[config.mk]
export PLATFORM = sky130hd
export DESIGN_NAME = activation_sequencer
export DESIGN_NICKNAME = d
export VERILOG_FILES = /design/src/rtl/activation_sequencer.sv
export SDC_FILE = /design/constraint.sdc
export NUM_CORES = 1
export LEC_CHECK = 0
export CAP_MARGIN = 20
export CORE_ASPECT_RATIO = 1.75
export CORE_UTILIZATION = 55
export CTS_CLUSTER_DIAMETER = 60
export DETAILED_ROUTE_END_ITERATION = 8
export GPL_TIMING_DRIVEN = 0
export PLACE_DENSITY = 0.89
export SLEW_MARGIN = 20
export SYNTH_ARGS = -nofsm -noshare
export SYNTH_HDL_FRONTEND = slang
export SYNTH_SLANG_ARGS = --single-unit
[constraint.sdc]
create_clock -name clk -period 3.65 [get_ports clk]
set_input_delay 0.365 -clock clk [delete_from_list [all_inputs] [get_ports clk]]
set_output_delay 0.365 -clock clk [all_outputs]
set_load 0.01 [all_outputs]
[src/rtl/activation_sequencer.sv]
// Sequences one activation job: streams source rows, drives the activation unit, writes results.
// Latency rd_en -> wr_en is RD_LATENCY+1 cycles; one row per cycle, no backpressure (abort cancels).
module activation_sequencer #(
    parameter int ADDR_WIDTH  = 8,
    parameter int COUNT_WIDTH = 9,
    parameter int RD_LATENCY  = 1
) (
    input  logic                   clk,
    input  logic                   rst,
    input  logic                   start,
    input  logic                   abort,
    input  logic [1:0]             cfg_sel,
    input  logic [ADDR_WIDTH-1:0]  cfg_src_base,
    input  logic [ADDR_WIDTH-1:0]  cfg_dst_base,
    input  logic [COUNT_WIDTH-1:0] cfg_rows,
    output logic                   busy,
    output logic                   done,
    output logic                   rd_en,
    output logic [ADDR_WIDTH-1:0]  rd_addr,
    output logic                   act_en,
    output logic [1:0]             act_sel,
    output logic                   wr_en,
    output logic [ADDR_WIDTH-1:0]  wr_addr,
    output logic [COUNT_WIDTH-1:0] rows_written
);

    typedef enum logic [1:0] {S_IDLE, S_RUN, S_DRAIN, S_FIN} state_t;

    state_t                 state_q, state_d;
    logic [ADDR_WIDTH-1:0]  src_base_q, src_base_d;
    logic [ADDR_WIDTH-1:0]  dst_base_q, dst_base_d;
    logic [COUNT_WIDTH-1:0] rows_q, rows_d;
    logic [1:0]             sel_q, sel_d;
    logic [COUNT_WIDTH-1:0] issued_q, issued_d;
    logic                   rd_en_q, rd_en_d;
    logic [ADDR_WIDTH-1:0]  rd_addr_q, rd_addr_d;
    logic [RD_LATENCY+1:1]  vld_q, vld_d;
    logic                   busy_q, busy_d;
    logic                   done_q, done_d;
    logic [1:0]             act_sel_q, act_sel_d;
    logic [COUNT_WIDTH-1:0] rows_written_q, rows_written_d;

    always_comb begin
        state_d        = state_q;
        src_base_d     = src_base_q;
        dst_base_d     = dst_base_q;
        rows_d         = rows_q;
        sel_d          = sel_q;
        issued_d       = issued_q;
        rd_en_d        = 1'b0;
        rd_addr_d      = '0;
        vld_d          = {vld_q[RD_LATENCY:1], rd_en_q};
        rows_written_d = vld_q[RD_LATENCY+1] ? rows_written_q + COUNT_WIDTH'(1) : rows_written_q;

        case (state_q)
            S_IDLE: begin
                if (start && !abort) begin
                    src_base_d     = cfg_src_base;
                    dst_base_d     = cfg_dst_base;
                    rows_d         = cfg_rows;
                    sel_d          = cfg_sel;
                    rows_written_d = '0;
                    if (cfg_rows == '0) begin
                        state_d = S_FIN;
                    end else begin
                        state_d   = S_RUN;
                        rd_en_d   = 1'b1;
                        rd_addr_d = cfg_src_base;
                        issued_d  = COUNT_WIDTH'(1);
                    end
                end
            end
            S_RUN: begin
                if (abort) begin
                    state_d = S_IDLE;
                    vld_d   = '0;
                end else if (issued_q == rows_q) begin
                    state_d = S_DRAIN;
                end else begin
                    rd_en_d   = 1'b1;
                    rd_addr_d = src_base_q + ADDR_WIDTH'(issued_q);
                    issued_d  = issued_q + COUNT_WIDTH'(1);
                end
            end
            S_DRAIN: begin
                // Finish once the last in-flight row leaves the write tap this cycle.
                if (abort) begin
                    state_d = S_IDLE;
                    vld_d   = '0;
                end else if (vld_d == '0) begin
                    state_d = S_FIN;
                end
            end
            S_FIN:   state_d = S_IDLE;
            default: state_d = S_IDLE;
        endcase

        busy_d    = (state_d == S_RUN) || (state_d == S_DRAIN);
        done_d    = (state_d == S_FIN);
        act_sel_d = busy_d ? sel_d : 2'd0;
    end

    always_ff @(posedge clk) begin
        if (rst) begin
            state_q        <= S_IDLE;
            src_base_q     <= '0;
            dst_base_q     <= '0;
            rows_q         <= '0;
            sel_q          <= '0;
            issued_q       <= '0;
            rd_en_q        <= 1'b0;
            rd_addr_q      <= '0;
            vld_q          <= '0;
            busy_q         <= 1'b0;
            done_q         <= 1'b0;
            act_sel_q      <= '0;
            rows_written_q <= '0;
        end else begin
            state_q        <= state_d;
            src_base_q     <= src_base_d;
            dst_base_q     <= dst_base_d;
            rows_q         <= rows_d;
            sel_q          <= sel_d;
            issued_q       <= issued_d;
            rd_en_q        <= rd_en_d;
            rd_addr_q      <= rd_addr_d;
            vld_q          <= vld_d;
            busy_q         <= busy_d;
            done_q         <= done_d;
            act_sel_q      <= act_sel_d;
            rows_written_q <= rows_written_d;
        end
    end

    assign busy         = busy_q;
    assign done         = done_q;
    assign rd_en        = rd_en_q;
    assign rd_addr      = rd_addr_q;
    assign act_en       = vld_q[RD_LATENCY];
    assign act_sel      = act_sel_q;
    assign wr_en        = vld_q[RD_LATENCY+1];
    assign wr_addr      = dst_base_q + ADDR_WIDTH'(rows_written_q);
    assign rows_written = rows_written_q;

endmodule

==> flow_summary_export.csv, run 1 <==
group,metric,value,unit
outcome,status,"finished clean",
power_and_ir_drop,swShare,29.23,%
global_route,grt_max_degree,11,
logic_synthesis,synthFlopType,"dfxtp_1",
timing,rsz0062_at_grt,"false",
worst_setup_path,r2r-start,"state_q[1]",
power_and_ir_drop,pwr-share-clk,31.9,%
power_and_ir_drop,intPower,1.153,mW
cts,numCtsBuffers,9,
finish,fin_util,72.02,%
logic_synthesis,synth.most_common_cell,"nand2_1",
logic_synthesis,ys_ff_latch,62,
floorplan,initial_core_util,56.37,%
floorplan,io_pins,63,
floorplan,core_area,5540,um^2
timing,final_hold_viol_count,0,
worst_setup_path,worst_setup_path_end_kind,"output pin",
worst_setup_path,path_cells,"ha_1, inv_1, fa_1, nor2b_1, o21ai_0, a21oi_1, o21a_1, nor2_1, xnor2_1, clkdlybuf4s50_1",
route,via_per_inst,5.648,
finish,nFillCells,427,
cts,cts_hold_buf,0,
power_and_ir_drop,comb_power_share,22.1,%
floorplan,die_h,101.7,um
logic_synthesis,ys_seq_area_share,39.74,%
timing,setup_tns,0,ns
hold_path,hold_path_class,"input pin to flop",
placement,place_congestion,0.9442,
cts,clock-sinks,62,
floorplan,rows,36,
finish,diodes,0,
cts,clkLatencyLatePin,0.35,ns
route,antenna_left,0,
cts,cts_resized,0,
route,vias,2988,
worst_setup_path,required,3.28,ns
global_route,overflow,0,
route,drcViolationCount,0,
timing,slew_headroom,32.84,%
placement,dp_slack,0.7931,ns
logic_synthesis,postSynthNetCount,432,
worst_setup_path,r2r_slack,1.06,ns
logic_synthesis,synth_top_area_share,39.74,%
power_and_ir_drop,power_density,408.5,nW/um^2
timing,max_freq,0.3069,GHz
finish,seqCellArea,1241,um^2
logic_synthesis,synthDistinctLibCells,43,
cts,cts_tree,"yes",
route,drtIter0Drc,197,
logic_synthesis,ys_top_cells_by_count,"78 x nand2_1, 62 x dfxtp_1, 35 x a21oi_1, 29 x nor2_1, 20 x ha_1",
logic_synthesis,syn_area,3123,um^2
logic_synthesis,ys_warn_count,0,
worst_setup_path,arrival,2.89,ns
cts,cts_setup_buffers,0,
hold_path,hold-path-cell-count,2,
placement,dp_cells,516,
worst_setup_path,critPathLaunch,"rows_written[0]",
worst_setup_path,rr_endpoint,"busy",
finish,area_delta_synth_final,27.76,%
floorplan,die-width,58.96,um
power_and_ir_drop,irDropWorstVdd,229.1,uV
finish,fin_cells,529,
logic_synthesis,synth_cells,379,
worst_setup_path,path_class,"flop to output pin",
power_and_ir_drop,seq_power_share,46.1,%
timing,finalWorstSetupSlack,0.3921,ns
route,first_pass_iters,4,
logic_synthesis,postSynth.asyncResetShare,0,%
placement,port_buffers,61,
timing,maxSlewViolCount,0,
power_and_ir_drop,leakagePower,1.569,nW
timing,worstMarginPinSlew,0.9997,ns
global_route,grt_pass1_wl,13.36,mm
finish,multi_input_area,1755,um^2
worst_setup_path,crit_fanout,5,
logic_synthesis,synth_edf_count,0,
cts,h-tree-depth,3,
cts,path_clk_slew,0.06,ns
worst_setup_path,cp_slowest_stage_delay,0.57,ns
worst_setup_path,cp-start-kind,"flop",
timing,clock_skew,0.01041,ns
power_and_ir_drop,p_sw,476.5,uW
timing,timing.final.crit_share,89.26,%
timing,finalSetupViolations,0,
logic_synthesis,syn_area_per_cell,8.240,um^2
route,wl,8.271,mm
finish,drive_gt1_share,5.298,%
global_route,grt_pass1_vias,2896,
logic_synthesis,synth_largest_area_cell,"dfxtp_1",
global_route,grt_usage,30.46,%
worst_setup_path,cp-endpoint,"wr_addr[6]",
finish,fin_nets,504,
cts,cts_buffer_depth,2,
timing,fin_crit,3.258,ns
worst_setup_path,ff2ff_path_depth,8,
route,wl_per_cell,15.64,um
worst_setup_path,cp_slowest_cell,"clkdlybuf4s50_1",
floorplan,fp.dieArea,5995,um^2
global_route,antenna_found_initial,0,
placement,hpwl,6.071,mm
cts,root_buffer,"clkbuf_8",
logic_synthesis,synthTopCellsByArea,"dfxtp_1 40%, nand2_1 9.4%, ha_1 8.0%, a21oi_1 5.6%, xor2_1 4.2%",
run,cap_viol_max_count,0,
## placed cells by master (no fill, tap or decap), types with 3 or more instances in the layout
cell             instances
nand2_1                 78
dfxtp_1                 62
clkdlybuf4s50_1         61
a21oi_1                 35
nor2_1                  29
ha_1                    20
inv_1                   16
xor2_1                  15
xnor2_1                 13
nor3_1                  12
clkbuf_1                11
clkbuf_8                11
nand3_1                  8
o21ai_0                  7
and2_1                   7
nor2b_1                  6
a32o_1                   6
nand4_1                  5
nand2b_1                 4
and3_1                   4
a22o_1                   4
a31oi_1                  3
a21boi_0                 3
## state kept, by name, indices dropped and copies added (netlist names)
register      cells
act_sel           2
busy              1
done              1
dst_base_q        8
issued_q          9
rd_addr           8
rd_en             1
rows_q            9
rows_written      9
sel_q             2
src_base_q        8
state_q           2
vld_q             2
## per-layer routing
layer  wire [um]  GRT usage [%]  part of all wire, %  up-vias
met1        2954          30.81                   36     1392
met4         422          21.25                  5.1        0
met2        4443          53.76                   54      129
li1            -              -                    -     1429
met5           0              0                    0        -
met3         451          6.641                  5.5       38
## cell type report
class / instances / share of cell area (%)
multi-input cells: 286 / 43.99
flip-flops and latches: 62 / 31.11
repair buffers: 61 / 15.30
clock buffers: 11 / 3.794
well taps: 76 / 2.383
inverters: 17 / 1.599
plain buffers: 14 / 1.568
clock inverters: 2 / 0.2509
## through the flow
stage	area [um^2]	hold slack (ns)	total power, mW
after floorplan	3123	0.4339	0.9752
after global placement	3829	0.4467	1.105
after detailed placement	3829	0.4544	1.118
after CTS	3990	0.4474	1.633
after global routing	3990	0.4830	1.707
final	3990	0.4530	1.630
## power by group through the flow
| stage | combinational [mW] | clock [mW] | sequential, mW |
|---|---|---|---|
| floorplan | 0.210 | 0 | 0.765 |
| global placement | 0.342 | 0 | 0.763 |
| detailed placement | 0.352 | 0 | 0.766 |
| CTS | 0.356 | 0.526 | 0.751 |
| global route | 0.400 | 0.552 | 0.755 |
| finish | 0.359 | 0.519 | 0.751 |
## cell families (layout without fill, tap and decap cells)
kind of cell	count (synthesis)	in the layout	share of synthesized area [%]
AND/OR/NAND/NOR	160	160	23.32
adder cells (fa/ha/maj)	22	22	9.295
multiplexers	1	1	0.3205
buffers and inverters	31	105	4.046
flip-flops	62	62	39.74
AO/OA/AOI/OAI	75	75	15.42
XOR/XNOR	28	28	7.853
## how the worst min path moves through the flow
stage	endpoint	start	slack, ns
3_3_place_gp	sel_q[1]	sel_q[1]	0.45
3_5_place_dp	dst_base_q[3]	dst_base_q[3]	0.45
6_report	sel_q[1]	rst	0.45
2_1_floorplan	sel_q[0]	sel_q[0]	0.43
4_1_cts	sel_q[1]	rst	0.45
5_1_grt	src_base_q[6]	src_base_q[6]	0.48
## critical path: cells and delay by family, from the launching register on
kind | cells | cell delay (ns)
compound gates | 3 | 0.52
xor+xnor | 1 | 0.17
fa+ha+maj | 2 | 0.62
buf+inv | 2 | 0.63
flops | 1 | 0.43
simple gates | 2 | 0.18
Note: power is estimated with default switching activity, not from simulation.
==> run 2, diff against run 1 <==
--- a/config.mk
+++ b/config.mk
@@ -12,3 +12,2 @@
 export DETAILED_ROUTE_END_ITERATION = 8
-export GPL_TIMING_DRIVEN = 0
 export PLACE_DENSITY = 0.89
==> constraint.sdc (replaced) <==
create_clock -name clk -period 3.65 [get_ports clk]
set_input_delay 0.9125 -clock clk [delete_from_list [all_inputs] [get_ports clk]]
set_output_delay 0.9125 -clock clk [all_outputs]
set_load 0.01 [all_outputs]
==> flow_summary_export.csv, run 2 (synthesis results as in run 1) <==
group,metric,value,unit
floorplan,die-width,58.96,um
worst_setup_path,crit_fanout,6,
power_and_ir_drop,irDropWorstVdd,318.8,uV
power_and_ir_drop,swShare,28.54,%
placement,placed_area,3799,um^2
hold_path,hold_path_class,"flop to flop",
worst_setup_path,path_class,"flop to output pin",
hold_path,hold-path-cell-count,2,
cts,clkLatencyLatePin,0.35,ns
cts,cts_tree,"yes",
finish,diodes,0,
cts,numCtsBuffers,9,
power_and_ir_drop,finalPower,1.655,mW
power_and_ir_drop,p_sw,472.2,uW
worst_setup_path,worst_setup_path_end_kind,"output pin",
worst_setup_path,cp-start-kind,"flop",
global_route,grt_pass1_wl,13.31,mm
finish,area_delta_synth_final,27.88,%
cts,cts_buffer_depth,2,
timing,finalWorstSetupSlack,0.1243,ns
worst_setup_path,r2r_slack,1.24,ns
route,wl_per_cell,15.38,um
floorplan,fp.dieArea,5995,um^2
cts,h-tree-depth,3,
timing,worstMarginPinSlew,0.8566,ns
power_and_ir_drop,seq_power_share,45.4,%
floorplan,core_area,5540,um^2
cts,cts_setup_buffers,0,
finish,fin_nets,494,
worst_setup_path,required,2.74,ns
worst_setup_path,arrival,2.61,ns
global_route,grt_pass1_vias,2923,
global_route,overflow,0,
finish,final_area,3994,um^2
power_and_ir_drop,pwr-share-clk,33.6,%
timing,setup_tns,0,ns
placement,port_buffers,62,
route,wl,8.030,mm
worst_setup_path,r2r-start,"issued_q[3]",
finish,nFillCells,424,
floorplan,rows,36,
power_and_ir_drop,intPower,1.182,mW
floorplan,die_h,101.7,um
timing,fin_crit,3.526,ns
hold_path,hold_end,"dst_base_q[0]",
cts,cts_hold_buf,0,
route,drcViolationCount,0,
power_and_ir_drop,leakagePower,1.591,nW
finish,multi_input_area,1767,um^2
placement,dp_slack,0.3322,ns
global_route,grt_max_degree,43,
placement,place_congestion,0.8928,
worst_setup_path,ff2ff_path_depth,7,
finish,final_cell_mix,"78 x nand2_1, 61 x dfxtp_1, 61 x clkdlybuf4s50_1, 34 x a21oi_1, 29 x nor2_1",
route,first_pass_iters,5,
timing,max_freq,0.2836,GHz
finish,seqCellArea,1242,um^2
route,vias,2907,
cts,root_buffer,"clkbuf_8",
route,drtIter0Drc,137,
global_route,antenna_found_initial,0,
timing,final_hold_viol_count,0,
cts,path_clk_slew,0.06,ns
worst_setup_path,rr_endpoint,"busy",
route,via_per_inst,5.569,
placement,hpwl,5.865,mm
timing,clock_skew,0.004523,ns
route,antenna_left,0,
power_and_ir_drop,comb_power_share,21.0,%
timing,maxSlewViolCount,0,
timing,slew_headroom,42.46,%
timing,finalSetupViolations,0,
cts,clock-sinks,62,
floorplan,initial_core_util,56.37,%
finish,drive_gt1_share,5.830,%
floorplan,io_pins,63,
power_and_ir_drop,power_density,414.3,nW/um^2
timing,timing.final.crit_share,96.59,%
hold_path,min_from,"dst_base_q[0]",
finish,final_common_cell,"nand2_1",
run,cap_viol_max_count,0,
outcome,status,"finished clean",
global_route,grt_usage,29.98,%
-- run 2: cell count changes in the layout (fill, tap and decap cells not counted), sizes merged --
cell / change
dlymetal6s2s: +1
clkbuf: -6
clkinv: -2
-- run 2: worst max-delay path by stage --
stage	startpoint	endpoint	slack [ns]	depth (start not counted)
after floorplan	rows_written[0]	wr_addr[6]	0.93	9
after global placement	rows_written[0]	wr_addr[6]	0.41	10
after detailed placement	rows_written[0]	wr_addr[6]	0.33	10
after CTS	rows_written[1]	wr_addr[7]	0.03	7
after global routing	rows_written[1]	wr_addr[7]	-0.006	7
final	rows_written[1]	wr_addr[7]	0.12	7
-- run 2: timing repair --
item                       4_1_cts  5_1_grt
resized for setup                1        3
pin swaps                        1        1
setup endpoints to repair        1        2
-- run 2: critical path, cell delays in order, from the launching register on --
cell	delay [ns]
dfxtp_1	0.42
ha_1	0.27
a21o_1	0.21
a21oi_2	0.21
o22ai_1	0.16
o41ai_2	0.26
xnor2_1	0.17
clkdlybuf4s50_1	0.56
-- run 2: final cells by class --
cell class                      instances  area share, %
Tap cell                               76          2.381
Sequential cell                        62          31.11
Timing Repair Buffer                   65          16.17
Clock buffer                           16          4.511
Multi-Input combinational cell        286          44.24
Inverter                               17          1.598
-- run 2: metal layers --
metal,GRT usage (%),part of all wire (%),vias up
met1,29.82,37,1373
met4,22.16,5.5,0
li1,-,-,1414
met3,7.535,3.8,34
met5,0,0,-
met2,52.19,54,86
-- run 2: through the flow --
stage          util (%)  instances  hold slack [ns]
3_5_place_dp      68.56        506           0.4569
4_1_cts           71.84        522           0.4650
6_report          72.09        522           0.4610
5_1_grt           72.09        522           0.4779
3_3_place_gp      68.56        506           0.4444
2_1_floorplan         -        379           0.4339
-- run 2: power groups by stage --
stage | Clock [mW] | Sequential (mW) | Combinational (mW)
global route | 0.602 | 0.755 | 0.390
finish | 0.556 | 0.751 | 0.348
floorplan | 0 | 0.765 | 0.210
CTS | 0.564 | 0.751 | 0.345
detailed placement | 0 | 0.765 | 0.342
global placement | 0 | 0.763 | 0.332
==> run 3, diff against run 2 <==
Settings changed: CTS_CLUSTER_DIAMETER 60 to 120, SLEW_MARGIN 20 to unset.
==> results of run 3 <==
Same layout as run 2: the final DEF is identical, and so are final timing and power.
